**src/rtl/aes_pkg.sv**
```systemverilog
// Shared AES constants, key-schedule FSM states and small GF(2^8)/word helpers.
package aes_pkg;

  localparam int         AES_NUM_RK = 11;
  localparam logic [7:0] RCON_INIT  = 8'h01;
  localparam logic [7:0] XTIME_POLY = 8'h1b;

  typedef enum logic [1:0] {
    IDLE,
    RUN,
    EXPAND
  } ks_state_t;

  function automatic logic [7:0] xtime(input logic [7:0] b);
    return {b[6:0], 1'b0} ^ (b[7] ? XTIME_POLY : 8'h00);
  endfunction

  function automatic logic [31:0] rot_word(input logic [31:0] w);
    return {w[23:0], w[31:24]};
  endfunction

endpackage

```
**src/rtl/aes_sbox.sv**
```systemverilog
// Forward AES S-box, purely combinational: GF(2^8) inverse (a^254) followed by the affine map.
// Zero latency, no handshake; shared with the round datapath.
module aes_sbox
  import aes_pkg::*;
(
  input  logic [7:0] in_byte,
  output logic [7:0] out_byte
);

  function automatic logic [7:0] gf_mul(input logic [7:0] a, input logic [7:0] b);
    logic [7:0] p;
    logic [7:0] aa;
    p  = 8'h00;
    aa = a;
    for (int i = 0; i < 8; i++) begin
      if (b[i]) p = p ^ aa;
      aa = xtime(aa);
    end
    return p;
  endfunction

  logic [7:0] x2, x3, x6, x7, x14, x15, x30, x31, x62, x63, x126, x127, inv;

  // a^254 is the multiplicative inverse, and maps 0 to 0 as the S-box requires
  always_comb begin
    x2       = gf_mul(in_byte, in_byte);
    x3       = gf_mul(x2, in_byte);
    x6       = gf_mul(x3, x3);
    x7       = gf_mul(x6, in_byte);
    x14      = gf_mul(x7, x7);
    x15      = gf_mul(x14, in_byte);
    x30      = gf_mul(x15, x15);
    x31      = gf_mul(x30, in_byte);
    x62      = gf_mul(x31, x31);
    x63      = gf_mul(x62, in_byte);
    x126     = gf_mul(x63, x63);
    x127     = gf_mul(x126, in_byte);
    inv      = gf_mul(x127, x127);
    out_byte = inv ^ {inv[6:0], inv[7]} ^ {inv[5:0], inv[7:6]}
             ^ {inv[4:0], inv[7:5]} ^ {inv[3:0], inv[7:4]} ^ 8'h63;
  end

endmodule

```
**src/rtl/aes_key_sched.sv**
```systemverilog
// AES-128 round-key generator: key accept -> idx0 in 1 cycle, then one round key per accepted beat; rk_data/rk_idx hold while rk_ready is low.
// Optional AES_KEY_SCHED_REVERSE_EN: with reverse=1 the keys are expanded into a store first (rk_valid=0), then emitted idx 10 down to 0.
module aes_key_sched
  import aes_pkg::*;
#(
  parameter int NUM_RK = AES_NUM_RK,
  parameter int KEY_W  = 128
) (
  input  logic             clk,
  input  logic             rst_n,
  input  logic             key_valid,
  output logic             key_ready,
  input  logic [KEY_W-1:0] key_data,
  output logic             rk_valid,
  input  logic             rk_ready,
  output logic [KEY_W-1:0] rk_data,
  output logic [3:0]       rk_idx,
  output logic             done,
  input  logic             reverse
);

  localparam logic [3:0] LAST_IDX = 4'(NUM_RK - 1);

  ks_state_t        state_q, state_d;
  logic [KEY_W-1:0] rk_data_q, rk_data_d;
  logic [3:0]       rk_idx_q, rk_idx_d;
  logic [7:0]       rcon_q, rcon_d;
  logic             done_q, done_d;
  logic             last_key;

  logic [31:0]      w0, w1, w2, w3, rot_w3, sub_w, t_w, n0, n1, n2, n3;
  logic [KEY_W-1:0] next_key;

  assign {w0, w1, w2, w3} = rk_data_q;
  assign rot_w3 = rot_word(w3);

  for (genvar g = 0; g < 4; g++) begin : g_subword
    aes_sbox u_sbox (
      .in_byte  (rot_w3[8*g +: 8]),
      .out_byte (sub_w[8*g +: 8])
    );
  end

  assign t_w      = sub_w ^ {rcon_q, 24'h000000};
  assign n0       = w0 ^ t_w;
  assign n1       = w1 ^ n0;
  assign n2       = w2 ^ n1;
  assign n3       = w3 ^ n2;
  assign next_key = {n0, n1, n2, n3};

`ifdef AES_KEY_SCHED_REVERSE_EN
  logic             rev_q, rev_d;
  logic [KEY_W-1:0] store_q [NUM_RK];
  logic [KEY_W-1:0] store_d [NUM_RK];

  assign last_key = rev_q ? (rk_idx_q == 4'd0) : (rk_idx_q == LAST_IDX);

  // key store is pure datapath; its contents only matter after EXPAND fills it
  always_ff @(posedge clk) begin
    store_q <= store_d;
  end
`else
  logic unused_reverse;
  assign unused_reverse = reverse;
  assign last_key       = (rk_idx_q == LAST_IDX);
`endif

  always_comb begin
    state_d   = state_q;
    rk_data_d = rk_data_q;
    rk_idx_d  = rk_idx_q;
    rcon_d    = rcon_q;
    done_d    = 1'b0;
`ifdef AES_KEY_SCHED_REVERSE_EN
    rev_d     = rev_q;
    store_d   = store_q;
`endif
    case (state_q)
      IDLE: begin
        if (key_valid) begin
          rk_data_d = key_data;
          rk_idx_d  = 4'd0;
          rcon_d    = RCON_INIT;
          state_d   = RUN;
`ifdef AES_KEY_SCHED_REVERSE_EN
          rev_d      = reverse;
          store_d[0] = key_data;
          if (reverse) state_d = EXPAND;
`endif
        end
      end
      RUN: begin
        if (rk_ready) begin
          if (last_key) begin
            state_d = IDLE;
            done_d  = 1'b1;
          end
`ifdef AES_KEY_SCHED_REVERSE_EN
          else if (rev_q) begin
            rk_data_d = store_q[rk_idx_q - 4'd1];
            rk_idx_d  = rk_idx_q - 4'd1;
          end
`endif
          else begin
            rk_data_d = next_key;
            rk_idx_d  = rk_idx_q + 4'd1;
            rcon_d    = xtime(rcon_q);
          end
        end
      end
`ifdef AES_KEY_SCHED_REVERSE_EN
      // leaves with rk_data = round key 10, ready to walk the store downwards
      EXPAND: begin
        store_d[rk_idx_q + 4'd1] = next_key;
        rk_data_d = next_key;
        rk_idx_d  = rk_idx_q + 4'd1;
        rcon_d    = xtime(rcon_q);
        if (rk_idx_q == LAST_IDX - 4'd1) state_d = RUN;
      end
`endif
      default: state_d = IDLE;
    endcase
  end

  always_ff @(posedge clk or negedge rst_n) begin
    if (!rst_n) begin
      state_q   <= IDLE;
      rk_data_q <= '0;
      rk_idx_q  <= 4'd0;
      rcon_q    <= RCON_INIT;
      done_q    <= 1'b0;
`ifdef AES_KEY_SCHED_REVERSE_EN
      rev_q     <= 1'b0;
`endif
    end else begin
      state_q   <= state_d;
      rk_data_q <= rk_data_d;
      rk_idx_q  <= rk_idx_d;
      rcon_q    <= rcon_d;
      done_q    <= done_d;
`ifdef AES_KEY_SCHED_REVERSE_EN
      rev_q     <= rev_d;
`endif
    end
  end

  assign key_ready = (state_q == IDLE);
  assign rk_valid  = (state_q == RUN);
  assign rk_data   = rk_data_q;
  assign rk_idx    = rk_idx_q;
  assign done      = done_q;

endmodule
```
**config.mk**
```make
export PLATFORM = sky130hd
export DESIGN_NAME = aes_key_sched
export DESIGN_NICKNAME = d
export VERILOG_FILES = /design/src/rtl/aes_pkg.sv /design/src/rtl/aes_sbox.sv /design/src/rtl/aes_key_sched.sv
export SDC_FILE = /design/constraint.sdc
export NUM_CORES = 2
export LEC_CHECK = 0
export CORE_MARGIN = 4
export CORE_UTILIZATION = 40
export CTS_BUF_LIST = sky130_fd_sc_hd__clkbuf_4
export DETAILED_ROUTE_END_ITERATION = 7
export RECOVER_POWER = 100
export SKIP_LAST_GASP = 1
export SYNTH_ARGS = -nofsm -noshare
export SYNTH_HDL_FRONTEND = slang
export SYNTH_SLANG_ARGS = --single-unit
```
**constraint.sdc**
```tcl
create_clock -name clk -period 23.6 [get_ports clk]
set_clock_uncertainty 0.2 [all_clocks]
set_input_delay 2.36 -clock clk [delete_from_list [all_inputs] [get_ports clk]]
set_output_delay 2.36 -clock clk [all_outputs]
set_load 0.005 [all_outputs]
```
==> metrics <==
asr flop ratio synth 1.00; grt ovf 0; CP Capture Type flop; share of cells above drive strength 1 0.150; CTS Buf Count 17; critical path class flop to flop; clock root cell clkbuf_4; Worst-Margin Slew 5.83 ns; CP Data Required Time 24.12 ns; Clk pin slew, worst setup/hold paths 0.23 ns; DRT Pass-1 Iters 6; XOR/XNOR Fraction of Synth Area 0.486; Slew Limit Fails 205; Mean Syn Cell Area 8.21 um^2; Routed WL per cell 21.9 um; Post-Synth Simple-Gate Area 0.182; final wirelength 235 mm; all-layer global routing usage 0.256; Tcrit/Tclk final 0.956; Mapped Cells 8213; post-route cell area 75600 um^2; P&R area growth vs syn 12.1%; initial antenna violation count 11; placer congestion estimate 0.909; post-synthesis mux area share 0.0443; first-pass GRT wire length 357 mm; H-tree levels 4; Worst Hold Class flop to flop; Starting Density 0.403; Synth Area in Compound Gates 0.171; post-layout min period 22.55 ns; max-cap check violation count 5; Synth top cells by count xnor2_1, nand2_1, nor2_1, xor2_1, xnor3_1; number of routed nets with antenna violations 0; relative slew slack -2.89; top-area cell type share of the netlist area 0.178; setup slack, reg-to-reg 1.05 ns; core area 167000 um^2; Synth area leader xnor2_1; placed cells 10600; # DRC 0; syn_nets 8376; synth top area cells xnor2_1, xnor3_1, xor2_1; clock tree buffer depth 2; Die X 419 um; CP Launch Type flop; # setup viols final 0; die area 175000 um^2; NumNets Final 8658; Cell variety after synth 141; status finished with violations; top_reg_cell synth dfrtp_1; final hold slack 0.314 ns; DPL Wire Length 173 mm; Iteration-0 DRC Markers 5701; Chip Height 419 um; number of global-route vias before repair 59400; largest net degree at the start of global routing 90; CP Data Arrival Time 23.07 ns; number of synthesized flops with an enable pin 0; I/O Buffers 266; FMAX 44.3 MHz; synthesized area 67500 um^2; Cell Rows 150; CTS tree done; Skew-Pair Late Insertion Delay 0.83 ns; Final Hold Viols 0; hold_buf cts 0; slowest CP cell xnor3_4; post-route insts no fill 10700; DR vias/cell 5.80; Seq cells post-synth 142; routed via count 62200; Max stage delay on crit path 0.64 ns; Sinks on Clock Net 142; top-count cell post-synth xnor2_1; Synth Area in Adders 0.00556; Crit Path Max Fanout 12; Warnings, synthesis 0; Cell Area, Placed 73800 um^2; Seq/Total Area, Yosys 0.0527; Ports 268; largest family of logic cells by synthesized area XOR/XNOR gates; failing checks capacitance limit, slew limit
## cells by family (layout without fill, tap and decap cells)
kind of cell,count (synthesis),after routing
xor+xnor,2653,2654
mux,289,289
compound gates,1640,1640
buf+inv,736,1030
simple gates,2723,2723
other cells,0,9
flops,142,142
fa+ha+maj,30,30
## flip-flops by register name, summed over array words and instances (netlist names)
signal and flops:
rcon_q 8, rk_data 128, done 1, state_q 1, rk_idx 4
## timing repair
action / CTS / global route
resized for setup: 17 / 152
gates cloned: 0 / 1
endpoints found under the setup margin: 40 / 127
pin swaps: 1 / 30
buffers inserted: 0 / 47
## per-layer routing
layer  wire (um)  global-route usage
met1       96500               0.329
met2      113000               0.433
met3       13700              0.0220
met4       12100               0.123
met5          20                   0
## layout by cell type (no fill, tap or decap), drive strengths merged, types with 116 or more instances in the layout
master / Yosys / routed
nor3: 178 / 178
a21oi: 347 / 347
nor2: 726 / 726
nand2: 1126 / 1126
xnor3: 459 / 460
xor2: 602 / 602
dfrtp: 141 / 141
inv: 108 / 116
nand3: 168 / 168
clkdlybuf4s50: 0 / 162
buf: 254 / 608
xnor2: 1496 / 1496
o21ai: 331 / 331
a22oi: 121 / 121
mux2i: 225 / 225
## final timing paths
kind / from / end / cells past startpoint
setup / recovery: rk_data[0]$_DFFE_PN0P_ / rk_data[15]$_DFFE_PN0P_ / 74
hold / removal: rcon_q[1]$_DFFE_PN0P_ / rcon_q[2]$_DFFE_PN0P_ / 2
setup reg to reg: rk_data[0]$_DFFE_PN0P_ / rk_data[15]$_DFFE_PN0P_ / 74
hold reg to reg: rcon_q[1]$_DFFE_PN0P_ / rcon_q[2]$_DFFE_PN0P_ / 2
max in group asynchronous: rst_n / rk_data[14]$_DFFE_PN0P_ / 2
min in group asynchronous: rst_n / rk_data[94]$_DFFE_PN0P_ / 1
## critical path: cells and delay by family, from the launching register on
| family | cells | cell delay [ns] |
|---|---|---|
| xor gates and xnor gates | 40 | 14.39 |
| AOI/OAI and AO/OA | 8 | 1.72 |
| adders and majority gates | 5 | 1.69 |
| muxes | 1 | 0.36 |
| buffers and inverters | 8 | 1.24 |
| and+or+nand+nor | 12 | 2.28 |
| DFF | 1 | 0.50 |
## through the flow
stage                util  setup TNS, ns  setup WS [ns]
CTS                 0.443        -0.0117        -0.0117
finish              0.452              0           1.05
detailed placement  0.441          -3.02         -0.654
floorplan               -              0          0.756
global placement    0.441         -0.545         -0.450
global route        0.452         -0.200        -0.0609
## area by class of cell
| type | count | area, um^2 |
|---|---|---|
| Antenna cell | 9 | 22.5 |
| Clock buffer | 17 | 128 |
| Clock inverter | 15 | 148 |
| Fill cell | 16500 | 91800 |
| Inverter | 122 | 460 |
| Multi-Input combinational cell | 7336 | 61100 |
| Sequential cell | 142 | 3620 |
| Tap cell | 2204 | 2760 |
| Timing Repair Buffer | 876 | 7380 |
Power is not shown: default switching activity piles up to over one toggle a cycle in this logic, so the estimate is an artifact.
